`src/rtl/rmw_pkg.sv`:
```
// rmw_pkg: shared op and FSM state encodings for the read-modify-write memory pipe
package rmw_pkg;
    typedef enum logic [1:0] {
        OP_READ = 2'd0,
        OP_INC  = 2'd1,
        OP_ADD  = 2'd2,
        OP_COPY = 2'd3
    } op_e;

    typedef enum logic {
        ST_INIT = 1'b0,
        ST_RUN  = 1'b1
    } state_e;
endpackage

```
`src/rtl/rmw_alu.sv`:
```
// rmw_alu: combinational next-word computation for one read-modify-write request
module rmw_alu
    import rmw_pkg::*;
#(
    parameter int WIDTH = 32
) (
    input  op_e              op_i,
    input  logic [WIDTH-1:0] old_i,
    input  logic [WIDTH-1:0] addend_i,
    input  logic [WIDTH-1:0] copy_src_i,
    output logic [WIDTH-1:0] new_o,
    output logic             write_en_o
);
    // select the replacement word; READ leaves the word untouched and never writes
    always_comb begin
        new_o      = op_i == OP_INC  ? old_i + WIDTH'(1) :
                     op_i == OP_ADD  ? old_i + addend_i :
                     op_i == OP_COPY ? copy_src_i : old_i;
        write_en_o = op_i != OP_READ;
    end
endmodule

```
`src/rtl/rmw_mem_pipe.sv`:
```
// rmw_mem_pipe: two-stage read-modify-write memory with zeroing sweep after reset
module rmw_mem_pipe
    import rmw_pkg::*;
#(
    parameter int WIDTH  = 32,
    parameter int DEPTH  = 8,
    parameter int OFFSET = 4
) (
    input  logic                     clk,
    input  logic                     reset,
    input  logic                     io_in_valid,
    output logic                     io_in_ready,
    input  logic [1:0]               io_in_op,
    input  logic [$clog2(DEPTH)-1:0] io_in_addr,
    input  logic [WIDTH-1:0]         io_in_data,
    output logic                     io_out_valid,
    input  logic                     io_out_ready,
    output logic [WIDTH-1:0]         io_out_data
);
    localparam int AW = $clog2(DEPTH);
    localparam logic [AW-1:0] OFF = AW'(OFFSET % DEPTH);

    state_e            state_q, state_d;
    logic [AW-1:0]     ptr_q, ptr_d;
    logic              s1_valid_q, s1_valid_d;
    op_e               s1_op_q, s1_op_d;
    logic [AW-1:0]     s1_addr_q, s1_addr_d;
    logic [WIDTH-1:0]  s1_data_q, s1_data_d;
    logic              out_valid_q, out_valid_d;
    logic [WIDTH-1:0]  out_data_q, out_data_d;
    logic [WIDTH-1:0]  mem_q [DEPTH];
    logic              s1_advance, accept, write_en;
    logic [WIDTH-1:0]  old_word, copy_src, new_word;

    // stage 1 reads the target and the COPY source combinationally; address sum wraps mod DEPTH
    assign old_word   = mem_q[s1_addr_q];
    assign copy_src   = mem_q[s1_addr_q + OFF];
    assign s1_advance = s1_valid_q && (!out_valid_q || io_out_ready);
    assign accept     = io_in_valid && io_in_ready;

    rmw_alu #(.WIDTH(WIDTH)) u_alu (
        .op_i       (s1_op_q),
        .old_i      (old_word),
        .addend_i   (s1_data_q),
        .copy_src_i (copy_src),
        .new_o      (new_word),
        .write_en_o (write_en)
    );

    // FSM: sweep one word per cycle in INIT, then accept requests in RUN
    always_comb begin
        state_d     = state_q == ST_INIT && ptr_q == AW'(DEPTH - 1) ? ST_RUN : state_q;
        ptr_d       = state_q == ST_INIT ? ptr_q + AW'(1) : ptr_q;
        io_in_ready = state_q == ST_RUN && (!s1_valid_q || s1_advance);
    end

    // pipeline next state: stage 1 captures on accept, output loads the old word on advance
    always_comb begin
        s1_valid_d  = accept || (s1_valid_q && !s1_advance);
        s1_op_d     = accept ? op_e'(io_in_op) : s1_op_q;
        s1_addr_d   = accept ? io_in_addr : s1_addr_q;
        s1_data_d   = accept ? io_in_data : s1_data_q;
        out_valid_d = s1_advance || (out_valid_q && !io_out_ready);
        out_data_d  = s1_advance ? old_word : out_data_q;
    end

    // state and pipeline registers
    always_ff @(posedge clk) begin
        if (reset) begin
            state_q     <= ST_INIT;
            ptr_q       <= '0;
            s1_valid_q  <= 1'b0;
            s1_op_q     <= OP_READ;
            s1_addr_q   <= '0;
            s1_data_q   <= '0;
            out_valid_q <= 1'b0;
            out_data_q  <= '0;
        end else begin
            state_q     <= state_d;
            ptr_q       <= ptr_d;
            s1_valid_q  <= s1_valid_d;
            s1_op_q     <= s1_op_d;
            s1_addr_q   <= s1_addr_d;
            s1_data_q   <= s1_data_d;
            out_valid_q <= out_valid_d;
            out_data_q  <= out_data_d;
        end
    end

    // memory writes: zeroing sweep in INIT, otherwise one write per advancing request
    always_ff @(posedge clk) begin
        if (!reset) begin
            if (state_q == ST_INIT)
                mem_q[ptr_q] <= '0;
            else if (s1_advance && write_en)
                mem_q[s1_addr_q] <= new_word;
        end
    end

    assign io_out_valid = out_valid_q;
    assign io_out_data  = out_data_q;
endmodule
```
`config.mk`:
```
export PLATFORM = sky130hd
export DESIGN_NAME = rmw_mem_pipe
export DESIGN_NICKNAME = d
export VERILOG_FILES = /design/src/rtl/rmw_pkg.sv /design/src/rtl/rmw_alu.sv /design/src/rtl/rmw_mem_pipe.sv
export SDC_FILE = /design/constraint.sdc
export NUM_CORES = 1
export LEC_CHECK = 0
export CAP_MARGIN = 40
export CORE_UTILIZATION = 50
export CTS_CLUSTER_DIAMETER = 120
export CTS_CLUSTER_SIZE = 10
export DETAILED_ROUTE_END_ITERATION = 10
export PLACE_DENSITY = 0.71
export SYNTH_ARGS = -nofsm -noshare
export SYNTH_HDL_FRONTEND = slang
export SYNTH_SLANG_ARGS = --single-unit
```
`constraint.sdc`:
```
create_clock -name clk -period 8.8 [get_ports clk]
set_input_delay 0.88 -clock clk [delete_from_list [all_inputs] [get_ports clk]]
set_output_delay 0.88 -clock clk [all_outputs]
set_load 0.01 [all_outputs]
```
==> run metrics <==
status finished clean; RSZ-0062 raised after global routing false; FF/Latch Area 0.009263 mm²; final hold slack 465.3 ps; first-pass GRT wire length 71.57 mm; 1st-pass router iterations 5; Crit Path Max Fanout 36; Finished Layout Cells 1853; area of the multi-input gates 0.007685 mm²; TritonCTS clock tree yes; Overall Power 3.421 mW; fmax 0.1756 GHz; clk_lat worst skew 550 ps; critical path startpoint category flop; # port buffers 74; routed length per instance 25.22 µm; First DRT Iteration DRCs 1285; Vias 11.88k; Hold WC Path Type flop to flop; CTS max path bufs 3; TritonCTS Sinks 334; Starting Density 0.5067; Synth area leaders edfxtp_1, mux4_2, dfxtp_1; Power per Cell Area 172.7 mW/mm²; Hold-fix buffers, CTS 0; setup_tns 0 ps; max-slew violations 0; Final Hold Fails 0; most frequent cells after synthesis edfxtp_1, nand2_1, mux4_2, a21oi_1, nor2_1; Clock Power Share 0.430; Mean Syn Cell Area 13.35 µm²; diode count 0; Final Util 0.5749; Peak VDD IR 0.1286 mV; CTS H-tree depth 2; area of the core 0.03446 mm²; # DRC 0; Layout area overhead 13.47%; worst path required time 9030 ps; placed cells 1782; Sequential Power Share 0.505; asr flop ratio synth 0; Worst Setup End Kind flop; total global-route track usage 0.2687; Vias/cell 6.411; area of the die 0.03567 mm²; post-synthesis sequential area ratio 0.5297; Worst slew margin 0.3344; Final nets 1444; post_cts resized 0; Overflow after GRT 0; Min Clock Period, post-route 5695 ps; cts bufs inserted 39; fin crit share 0.6471; top cell type's share of synthesized area 0.4403; Top FF cell, synth edfxtp_1; CP Class flop to flop; Comb pwr share 0.064; Switching Fraction 0.2243; vias in the first global route 11.65k; Yosys reg bits 334; Max Clock Skew 19.79 ps; DP HPWL 31.34 mm; post-CTS setup buffers 0; Int Power 2.653 mW; Cell Area, Synth 0.01746 mm²; die height 188.9 µm; count leader, synth edfxtp_1; largest net degree at the start of global routing 62; max cap viols 0; IO Count 75; Post-synth EDFFs 256; cell taking the most area after synthesis edfxtp_1; P_leak 6.514 nW; die width 188.9 µm; ANT nets after route 0; Switch Pwr 0.7672 mW; number of placement rows 68; Syn Nets 1384; Worst-path clk slew 60 ps; Fillers 2717; Synthesis Warnings 0; proportion of layout cells with a drive suffix above 1 0.1724; Worst-Margin Slew 998.4 ps; Synth Instances 1308; Root Driver clkbuf_16; Synth cell types 74; Routed WL 46.74 mm; initial antenna violation count 0; final setup fails 0; placer's final routability congestion estimate 0.9583; Worst Path Arrival 5920 ps
-- sequential cells by signal, summed over array words and instances, names as in the netlist, named ones only --
name          count
s1_data_q        32
mem_q           256
s1_op_q           2
state_q           1
ptr_q             3
s1_addr_q         3
s1_valid_q        1
io_out_valid      1
io_out_data      32
-- power by group through the flow --
stage,Combinational [mW],Clock [mW],Sequential (mW)
global placement,0.214,0,1.76
global route,0.235,1.55,1.73
finish,0.220,1.47,1.73
floorplan,0.138,0,1.76
detailed placement,0.215,0,1.76
CTS,0.217,1.49,1.73
-- through the flow --
stage / setup WS [ps] / instance area [µm²]
6_report: 3105 / 19810
2_1_floorplan: 4432 / 17460
4_1_cts: 3106 / 19810
3_5_place_dp: 3138 / 18670
3_3_place_gp: 3216 / 18610
5_1_grt: 2728 / 19810
-- cell families (layout without fill, tap and decap cells) --
logic type	count (synthesis)	in the layout	synth area share
AO/OA/AOI/OAI	256	256	0.09331
adder cells (fa/ha/maj)	35	35	0.02551
XOR/XNOR	45	45	0.02257
multiplexers	195	195	0.2098
buffers and inverters	127	217	0.03411
AND/OR/NAND/NOR	316	316	0.08499
flip-flops	334	334	0.5297
-- layer usage --
metal | share of wire | GRT usage | vias up
met5 | 0 | 0 | -
met4 | 0.024 | 0.07661 | 0
met3 | 0.11 | 0.06024 | 75
met2 | 0.45 | 0.4034 | 628
met1 | 0.42 | 0.3935 | 5934
li1 | - | - | 5243
-- final timing paths --
path | startpoint | end | slack, ps | depth (start not counted)
setup / recovery | flop | mem_q[4][31]$_DFFE_PP_ | 3110 | 13
hold / removal | s1_data_q[3]$_SDFFE_PP0P_ | s1_data_q[3]$_SDFFE_PP0P_ | 470 | 2
setup reg to reg | flop | mem_q[4][31]$_DFFE_PP_ | 3110 | 13
hold reg to reg | s1_data_q[3]$_SDFFE_PP0P_ | s1_data_q[3]$_SDFFE_PP0P_ | 470 | 2
-- worst max-delay path: stages, from the launching register on --
cell and delay (ps):
dfxtp_4 680, buf_4 630, mux4_2 580, mux2i_1 390
inv_1 170, ha_1 470, nand4_1 260, nor3_1 360
o2111ai_1 170, nand2_1 210, o21ai_0 200, o21ai_0 390
mux2i_1 140, a221oi_1 700
-- cell usage in the layout (no fill, tap or decap), types with 7 or more instances in the layout --
cell type,n
ha_1,34
inv_1,41
a211oi_1,34
clkdlybuf4s50_1,73
nand4_1,7
a221oi_1,7
xor2_1,9
clkbuf_16,40
edfxtp_1,256
nand2b_1,8
nand2_1,123
mux2i_1,46
mux4_1,14
a21o_1,10
nor2_1,79
nor2_4,8
nand3_1,16
o22ai_1,9
mux4_2,114
mux2_2,16
xnor2_1,36
a31oi_1,9
a21oi_1,88
dfxtp_1,71
clkbuf_1,28
buf_4,27
nor3_1,27
o21ai_0,48
-- layout make-up --
type,instances,share of cell area
clock buffer,68,0.05583
timing repair buffer,103,0.05015
inverter,43,0.008147
sequential,334,0.4675
multi-input combinational,847,0.3879
clock inverter,3,0.001705
tap,455,0.02874
Power figures use the tool's default switching activity.
